===== src/rtl/core_pkg.sv =====
// Core-wide constants shared by the memory-side blocks.
package core_pkg;
  localparam int unsigned Xlen = 32;
endpackage


===== src/rtl/mem_port_arbiter.sv =====
// Shares the single memory port between instruction fetch and load/store.
// One transaction in flight; LS has priority, bounded by a starvation counter.
module mem_port_arbiter #(
  parameter int unsigned DataWidth   = core_pkg::Xlen,
  parameter int unsigned StarveLimit = 4
) (
  input  logic                   clk_i,
  input  logic                   rst_ni,
  input  logic                   if_valid_i,
  input  logic [DataWidth-1:0]   if_addr_i,
  output logic                   if_ready_o,
  output logic                   if_rvalid_o,
  output logic [DataWidth-1:0]   if_rdata_o,
  input  logic                   ls_valid_i,
  input  logic                   ls_we_i,
  input  logic [DataWidth-1:0]   ls_addr_i,
  input  logic [DataWidth-1:0]   ls_wdata_i,
  input  logic [DataWidth/8-1:0] ls_wmask_i,
  output logic                   ls_ready_o,
  output logic                   ls_rvalid_o,
  output logic [DataWidth-1:0]   ls_rdata_o,
  output logic                   mem_valid_o,
  input  logic                   mem_ready_i,
  output logic                   mem_we_o,
  output logic [DataWidth-1:0]   mem_addr_o,
  output logic [DataWidth-1:0]   mem_wdata_o,
  output logic [DataWidth/8-1:0] mem_wmask_o,
  input  logic                   mem_rvalid_i,
  input  logic [DataWidth-1:0]   mem_rdata_i
);

  localparam int unsigned MaskW = DataWidth / 8;
  localparam int unsigned CntW  = (StarveLimit > 0) ? $clog2(StarveLimit + 1) : 1;
  localparam logic [CntW-1:0] CntMax = CntW'(StarveLimit);

  typedef enum logic [1:0] {Idle, Req, Resp} state_e;
  typedef enum logic {OwnIf, OwnLs} owner_e;

  typedef struct packed {
    logic                 we;
    logic [DataWidth-1:0] addr;
    logic [DataWidth-1:0] wdata;
    logic [MaskW-1:0]     wmask;
  } mem_req_t;

  state_e            state_q, state_d;
  owner_e            owner_q, owner_d;
  logic [CntW-1:0]   cnt_q, cnt_d;
  mem_req_t          req_q, req_d;
  logic              contested;
  logic              force_if;

  assign contested = if_valid_i & ls_valid_i;
  // With StarveLimit == 0 the counter saturates at 0, so fairness never kicks in.
  assign force_if  = (StarveLimit != 0) && (cnt_q == CntMax);

  always_comb begin
    state_d    = state_q;
    owner_d    = owner_q;
    cnt_d      = cnt_q;
    req_d      = req_q;
    if_ready_o = 1'b0;
    ls_ready_o = 1'b0;
    unique case (state_q)
      Idle: begin
        if (ls_valid_i && !(if_valid_i && force_if)) begin
          ls_ready_o = 1'b1;
          owner_d    = OwnLs;
          req_d      = '{we: ls_we_i, addr: ls_addr_i, wdata: ls_wdata_i, wmask: ls_wmask_i};
          if (!contested)           cnt_d = '0;
          else if (cnt_q != CntMax) cnt_d = cnt_q + CntW'(1);
          state_d    = Req;
        end else if (if_valid_i) begin
          if_ready_o = 1'b1;
          owner_d    = OwnIf;
          req_d      = '{we: 1'b0, addr: if_addr_i, wdata: '0, wmask: '0};
          cnt_d      = '0;
          state_d    = Req;
        end
      end
      Req:     if (mem_ready_i)  state_d = Resp;
      Resp:    if (mem_rvalid_i) state_d = Idle;
      default: state_d = Idle;
    endcase
  end

  always_ff @(posedge clk_i or negedge rst_ni) begin
    if (!rst_ni) begin
      state_q <= Idle;
      owner_q <= OwnIf;
      cnt_q   <= '0;
      req_q   <= '0;
    end else begin
      state_q <= state_d;
      owner_q <= owner_d;
      cnt_q   <= cnt_d;
      req_q   <= req_d;
    end
  end

  assign mem_valid_o = (state_q == Req);
  assign mem_we_o    = req_q.we;
  assign mem_addr_o  = req_q.addr;
  assign mem_wdata_o = req_q.wdata;
  assign mem_wmask_o = req_q.wmask;

  // Responses outside Resp are stray and never reach a requester.
  assign if_rvalid_o = (state_q == Resp) && (owner_q == OwnIf) && mem_rvalid_i;
  assign ls_rvalid_o = (state_q == Resp) && (owner_q == OwnLs) && mem_rvalid_i;
  assign if_rdata_o  = mem_rdata_i;
  assign ls_rdata_o  = mem_rdata_i;

endmodule

===== config.mk =====
export PLATFORM = sky130hd
export DESIGN_NAME = mem_port_arbiter
export DESIGN_NICKNAME = d
export VERILOG_FILES = /design/src/rtl/core_pkg.sv /design/src/rtl/mem_port_arbiter.sv
export SDC_FILE = /design/constraint.sdc
export NUM_CORES = 1
export LEC_CHECK = 0
export BUFFER_PORTS_ARGS = -buffer_cell sky130_fd_sc_hd__buf_2
export CAP_MARGIN = 20
export CORE_ASPECT_RATIO = 1.75
export CORE_MARGIN = 5
export CORE_UTILIZATION = 40
export CTS_CLUSTER_SIZE = 20
export DETAILED_ROUTE_END_ITERATION = 10
export GPL_TIMING_DRIVEN = 0
export PLACE_DENSITY = 0.84
export SLEW_MARGIN = 5
export SYNTH_ARGS = -nofsm -noshare
export SYNTH_HDL_FRONTEND = slang
export SYNTH_SLANG_ARGS = --single-unit

===== constraint.sdc =====
create_clock -name clk_i -period 4.6 [get_ports clk_i]
set_input_delay 0.23 -clock clk_i [delete_from_list [all_inputs] [get_ports clk_i]]
set_output_delay 0.23 -clock clk_i [all_outputs]
set_load 0.005 [all_outputs]

==> impl_metrics.csv, run 1 <==
group,metric,value,unit
run_status,status,"finished clean",
final_layout,mostFrequentLayoutCell,"buf_2",
power_and_ir_drop,powerDensity,602.1,nW/um^2
sta,tns,0,ns
clock_tree,clkSinkCount,75,
sta,worst_slack,2.191,ns
die,die_y,142.3,um
logic_synthesis,synth.area.top_cells,"dfrtp_1 (47%), buf_4 (12%), o221ai_2 (10%)",
final_layout,nets,767,
global_routing,grt_pass1_vias,4246,
detailed_routing,drc,0,
global_routing,grt_pass1_wl,21.31,mm
clock_tree,cts_tree,"built",
detailed_routing,top_layer_used,"met4",
setup_path,end_kind,"output port",
hold_path,hold_path.class,"input port to flip-flop",
global_routing,antenna_found_initial,1,
logic_synthesis,synth_largest_area_cell,"dfrtp_1",
logic_synthesis,synth-seq-cells,75,
final_layout,synthToLayoutAreaGrowth,43.87,%
sta,rsz0062_at_grt,"false",
setup_path,start_kind,"flip-flop",
sta,setup_viol_count_final,0,
detailed_routing,viasPerCell,5.142,
logic_synthesis,ys_seq_area_share,46.93,%
clock_tree,clk_latency,0.33,ns
clock_tree,cts-resized-gates,0,
logic_synthesis,syn_nets,510,
die,core,9849,um^2
final_layout,drive_gt1_share,58.80,%
flow_run,cap_violations,0,
sta,timing.fmax,415.1,MHz
placement,place_congestion,0.8667,
setup_path,cp_max_fo,10,
die,io_pins,277,
clock_tree,clk_root_buffer_cell,"clkbuf_16",
setup_path,crit_type,"flip-flop to output port",
global_routing,grt_usage,22.51,%
hold_path,hp-start,"ls_wdata_i[14]",
logic_synthesis,yosysWarnings,0,
setup_path,rr_startpoint,"cnt_q[0]",
global_routing,grt_start_max_net_pins,61,
sta,tightest_slew,0.4923,ns
placement,pre_cts_slack,2.552,ns
clock_tree,cts_buffer_depth,2,
detailed_routing,drt_iter0_drc,133,
detailed_routing,wire_per_inst,18.50,um
global_routing,overflow,0,
die,rows,48,
clock_tree,ctsHoldBuffers,1,
logic_synthesis,netlist_area,3999,um^2
placement,dp_hpwl,11.39,mm
detailed_routing,wl,13.98,mm
clock_tree,numCtsBuffers,9,
placement,io_buffers,244,
setup_path,arrival,2.18,ns
final_layout,final_cell_mix,"buf_2 (252), dfrtp_1 (75), buf_4 (67)",
clock_tree,cts-htree-levels,3,
die,start_util,40.60,%
sta,period_needed,2.409,ns
detailed_routing,dr_wl_met2,7.006,mm
sta,hold_viol_final,0,
final_layout,antenna_cells,0,
detailed_routing,first_pass_iters,4,
clock_tree,cts_setup_buffers,0,
logic_synthesis,synth_top_area_share,46.93,%
sta,final_max_slew_viol_count,0,
detailed_routing,vias,3887,
logic_synthesis,synth_cells,369,
power_and_ir_drop,peakVddDrop,287.8,uV
logic_synthesis,ys_types,28,
sta,fin_crit_sh,52.38,%
detailed_routing,ant_nets,0,
setup_path,crit_start,"cnt_q[0]",
detailed_routing,drt-met1-wl,5.023,mm
clock_tree,clk_pin_slew,0.06,ns
logic_synthesis,syn-mean-instance-area,10.84,um^2
die,die_x,85.58,um
sta,max_slew_margin,67.18,%
power_and_ir_drop,power_leakage,3.077,nW
sta,finClkSkew,0.009977,ns
setup_path,required,4.37,ns
die,design.die.area,12180,um^2
detailed_routing,dr_wl_met3,1.445,mm
per-stage QoR:
step	cells	cell area (um^2)	utilization [%]	power, W	hold WS [ns]
2_1_floorplan	369	3999	-	0.002077	-0.06559
3_3_place_gp	738	5376	54.59	0.002624	0.4559
3_5_place_dp	739	5406	54.89	0.002707	0.1091
4_1_cts	756	5753	58.41	0.003502	0.1111
5_1_grt	756	5753	58.41	0.003695	0.1087
6_report	756	5753	58.41	0.003464	0.1241
area by class of cell:
| cell class | instances | area [um^2] |
|---|---|---|
| sequential | 75 | 1877 |
| fill | 846 | 4096 |
| multi-input combinational | 159 | 1319 |
| tap | 125 | 156.4 |
| timing repair buffer | 246 | 1261 |
| buffer | 98 | 664.4 |
| inverter | 37 | 138.9 |
| clock buffer | 11 | 252.7 |
| clock inverter | 5 | 83.83 |
cells by family (layout without fill, tap and decap cells):
kind of cell | count (synthesis) | after routing | synth area share [%]
adder cells (fa/ha/maj) | 2 | 2 | 0.6257
multiplexers | 1 | 1 | 0.2503
AO/OA/AOI/OAI | 75 | 75 | 20.65
flip-flops | 75 | 75 | 46.93
buffers and inverters | 135 | 397 | 20.09
AND/OR/NAND/NOR | 81 | 81 | 11.45
metal layers:
metal / track usage (%) / vias to the layer above
met2: 38.93 / 228
met1: 24.11 / 1840
met5: 0 / -
li1: - / 1786
met3: 8.459 / 33
met4: 10.26 / 0
cell usage after synthesis:
cell and n:
o22ai_2 1, o221ai_2 27, a31oi_1 1, mux2i_1 1
nor2b_1 2, nand3_1 34, and3_1 2, o21ai_0 1
a21o_1 1, nand4_1 32, ha_1 2, nand2b_1 1
and2_4 1, dfrtp_1 75, nand2_1 3, nand4b_1 1
o221ai_1 5, nor3b_1 1, or2_1 1, buf_2 9
nor2_1 2, a22o_1 38, clkbuf_1 18, inv_1 37
and2_1 1, buf_4 66, buf_6 5, a31oi_2 1
worst max-delay path, stage by stage (launching register included):
cell and delay, ns:
dfrtp_1 0.36, inv_1 0.07, ha_1 0.21, nand3_1 0.32
and3_1 0.28, clkbuf_1 0.41, buf_2 0.20
state kept, by name (all words and copies together), names as in the netlist:
name / flops
mem_wmask_o: 4
mem_wdata_o: 32
mem_addr_o: 32
state_q: 2
mem_we_o: 1
cnt_q: 3
owner_q: 1
final timing paths:
| path | endpoint | slack, ns | depth (start not counted) |
|---|---|---|---|
| setup / recovery | ls_ready_o | 2.19 | 6 |
| hold / removal | mem_wdata_o[14] | 0.12 | 2 |
| setup reg to reg | mem_wdata_o[17] | 2.51 | 7 |
| hold reg to reg | mem_wdata_o[16] | 0.49 | 1 |
| max in group asynchronous | mem_addr_o[4] | 3.72 | 3 |
| min in group asynchronous | mem_wdata_o[0] | 0.32 | 2 |
where the power goes:
part	internal, W	leakage (nW)	switching, W
clock network	0.000506	0.158	0.000268
registers	0.000962	0.941	0.000162
logic	0.000748	1.98	0.000818
total	0.00222	3.08	0.00125
Power figures use the tool's default switching activity.
==> run 2: changes to the inputs <==
--- a/config.mk
+++ b/config.mk
@@ -9,7 +9,7 @@
 export CAP_MARGIN = 20
 export CORE_ASPECT_RATIO = 1.75
 export CORE_MARGIN = 5
-export CORE_UTILIZATION = 40
+export CORE_UTILIZATION = 38
 export CTS_CLUSTER_SIZE = 20
 export DETAILED_ROUTE_END_ITERATION = 10
 export GPL_TIMING_DRIVEN = 0
==> constraint.sdc (replaced) <==
create_clock -name clk_i -period 2 [get_ports clk_i]
set_input_delay 0.1 -clock clk_i [delete_from_list [all_inputs] [get_ports clk_i]]
set_output_delay 0.1 -clock clk_i [all_outputs]
set_load 0.005 [all_outputs]
==> run 2 against run 1 <==
Die area is 4.8% higher. Largest cell class unchanged. Highest routed layer unchanged. Critical path type unchanged. Largest power group unchanged. Critical endpoint is now if_ready_o. Count of clock-buffer cells in the layout is 2 lower. Sequential share of layout area shrank 2.1 points. Final cell count rose by 5.2%. Global-route usage increased by 0.099 points. Combinational power increased by 140%.
==> impl_metrics.csv, run 2 (synthesis gave the netlist of run 1 again) <==
group,metric,value,unit
run_status,status,"finished clean",
detailed_routing,ant_nets,0,
placement,io_buffers,244,
final_layout,nets,802,
placement,dpl.cell_count,741,
hold_path,min_to,"mem_wdata_o[29]",
setup_path,max_stage_delay,0.39,ns
detailed_routing,first_pass_iters,4,
final_layout,fillers,837,
detailed_routing,vias,4063,
global_routing,grt_start_max_net_pins,50,
clock_tree,cts_buffer_depth,2,
setup_path,reg2reg_depth,7,
hold_path,hold_depth,2,
die,start_util,38.82,%
global_routing,grt_pass1_wl,22.28,mm
setup_path,required,1.90,ns
power_and_ir_drop,powerDensity,1330,nW/um^2
sta,finClkSkew,0.008389,ns
sta,tightest_slew,0.4878,ns
placement,place_congestion,0.8170,
detailed_routing,drc,0,
clock_tree,clk_pin_slew,0.06,ns
final_layout,final_cell_mix,"buf_2 (253), dfrtp_1 (75), buf_4 (67)",
clock_tree,cts-htree-levels,3,
final_layout,drive_gt1_share,56.46,%
power_and_ir_drop,power_leakage,3.244,nW
detailed_routing,viasPerCell,5.111,
global_routing,grt_pass1_vias,4406,
die,core,10300,um^2
sta,final_max_slew_viol_count,0,
die,die_y,145.7,um
sta,hold_viol_final,0,
final_layout,mostFrequentLayoutCell,"buf_2",
final_layout,final_core_util,59.65,%
sta,max_slew_margin,67.48,%
global_routing,antenna_found_initial,2,
setup_path,rr_startpoint,"cnt_q[0]",
detailed_routing,wl,14.43,mm
setup_path,reg2reg_to,"mem_wdata_o[14]",
detailed_routing,drt_iter0_drc,91,
setup_path,critPathSlowestCell,"dfrtp_1",
setup_path,start_kind,"flip-flop",
die,design.die.area,12760,um^2
setup_path,cp_max_fo,7,
setup_path,reg2reg_slack,0.16,ns
clock_tree,clk_root_buffer_cell,"clkbuf_16",
setup_path,path_buf_inv,3,
sta,fin_crit_sh,93.99,%
die,die_x,87.55,um
flow_run,cap_violations,0,
detailed_routing,wire_per_inst,18.15,um
clock_tree,clk_latency,0.33,ns
clock_tree,numCtsBuffers,9,
global_routing,grt_usage,22.61,%
sta,period_needed,1.880,ns
hold_path,hold_path.class,"input port to flip-flop",
setup_path,arrival,1.78,ns
sta,setup_viol_count_final,0,
die,rows,49,
sta,timing.fmax,532.0,MHz
sta,tns,0,ns
setup_path,end_kind,"output port",
placement,dp_hpwl,11.24,mm
sta,rsz0062_at_grt,"false",
clock_tree,cts_tree,"built",
clock_tree,clkSinkCount,75,
setup_path,crit_type,"flip-flop to output port",
die,io_pins,277,
setup_path,cpLargestDelayFamily,"simple AND/OR/NAND/NOR gates",
final_layout,synthToLayoutAreaGrowth,53.63,%
hold_path,hp-start,"ls_wdata_i[29]",
global_routing,overflow,0,
final_layout,stdcell_count,795,
power_and_ir_drop,peakVddDrop,672.8,uV
setup_path,crit_chain,"inv_1 -> ha_2 -> nand3_4 -> and2_1 -> clkbuf_2 -> nor2b_1 -> buf_2",
[run 2: cell types whose count changed in the layout (fill, tap and decap cells not counted), sizes merged]
| cell | change |
|---|---|
| clkinvlp | -2 |
| dlygate4sd3 | +35 |
| buf | +1 |
| bufinv | +1 |
| diode | +2 |
| clkbuf | -3 |
| clkinv | +3 |
[run 2: worst max path at each step]
stage / cells after the start / to / start / slack, ns
finish: 7 / if_ready_o / cnt_q[0] / 0.12
global route: 6 / ls_ready_o / cnt_q[0] / 0.02
CTS: 7 / if_ready_o / cnt_q[0] / 0.0009
detailed placement: 7 / mem_wdata_o[14] / cnt_q[0] / -0.05
global placement: 7 / mem_wdata_o[20] / cnt_q[0] / 0.001
floorplan: 7 / mem_wdata_o[11] / cnt_q[0] / 0.37
[run 2: timing repair]
item | 4_1_cts | 5_1_grt
cloned | 0 | 0
setup buffers | 0 | 0
hold endpoints to repair | 60 | 1
endpoints found under the setup margin | 13 | 17
gates resized for setup | 2 | 7
hold buffers | 35 | 1
[run 2: per-layer routing]
metal	routed length (um)	global-route usage, %	up-vias
li1	-	-	1856
met1	5148	24.70	1913
met2	7390	38.63	249
met3	1289	5.892	45
met4	603	12.44	0
met5	0	0	-
[run 2: cell type report]
| cell class | instances | area, um^2 | area share [%] |
|---|---|---|---|
| diodes | 2 | 5.005 | 0.08147 |
| plain buffers | 98 | 668.1 | 10.88 |
| clock buffers | 9 | 225.2 | 3.666 |
| clock inverters | 7 | 125.1 | 2.037 |
| inverters | 37 | 138.9 | 2.261 |
| multi-input cells | 159 | 1334 | 21.71 |
| flip-flops and latches | 75 | 1877 | 30.55 |
| well taps | 127 | 158.9 | 2.587 |
| repair buffers | 281 | 1612 | 26.23 |
[run 2: stage by stage]
| step | hold WS, ns | instance area [um^2] | worst slack, ns | power [W] |
|---|---|---|---|---|
| floorplan | -0.1956 | 3999 | 0.3683 | 0.004777 |
| global placement | 0.3139 | 5379 | 0.0009990 | 0.006098 |
| detailed placement | 0.04911 | 5409 | -0.04740 | 0.006249 |
| CTS | 0.002672 | 6116 | 0.0008862 | 0.008250 |
| global route | 0.004945 | 6143 | 0.02264 | 0.008707 |
| finish | 0.01453 | 6143 | 0.1201 | 0.008170 |
[run 2: report_power, final]
part           internal, W  switching (W)  total (W)
Sequential         0.00221       0.000382    0.00259
Combinational      0.00178        0.00191    0.00369
Clock              0.00123       0.000661    0.00189
Total              0.00522        0.00295    0.00817
[run 2: worst register-to-register path, stage by stage (launching register included)]
cell	delay, ns
dfrtp_1	0.39
inv_1	0.11
ha_2	0.21
nand3_4	0.12
and3_1	0.23
buf_2	0.20
buf_2	0.20
a22o_1	0.25
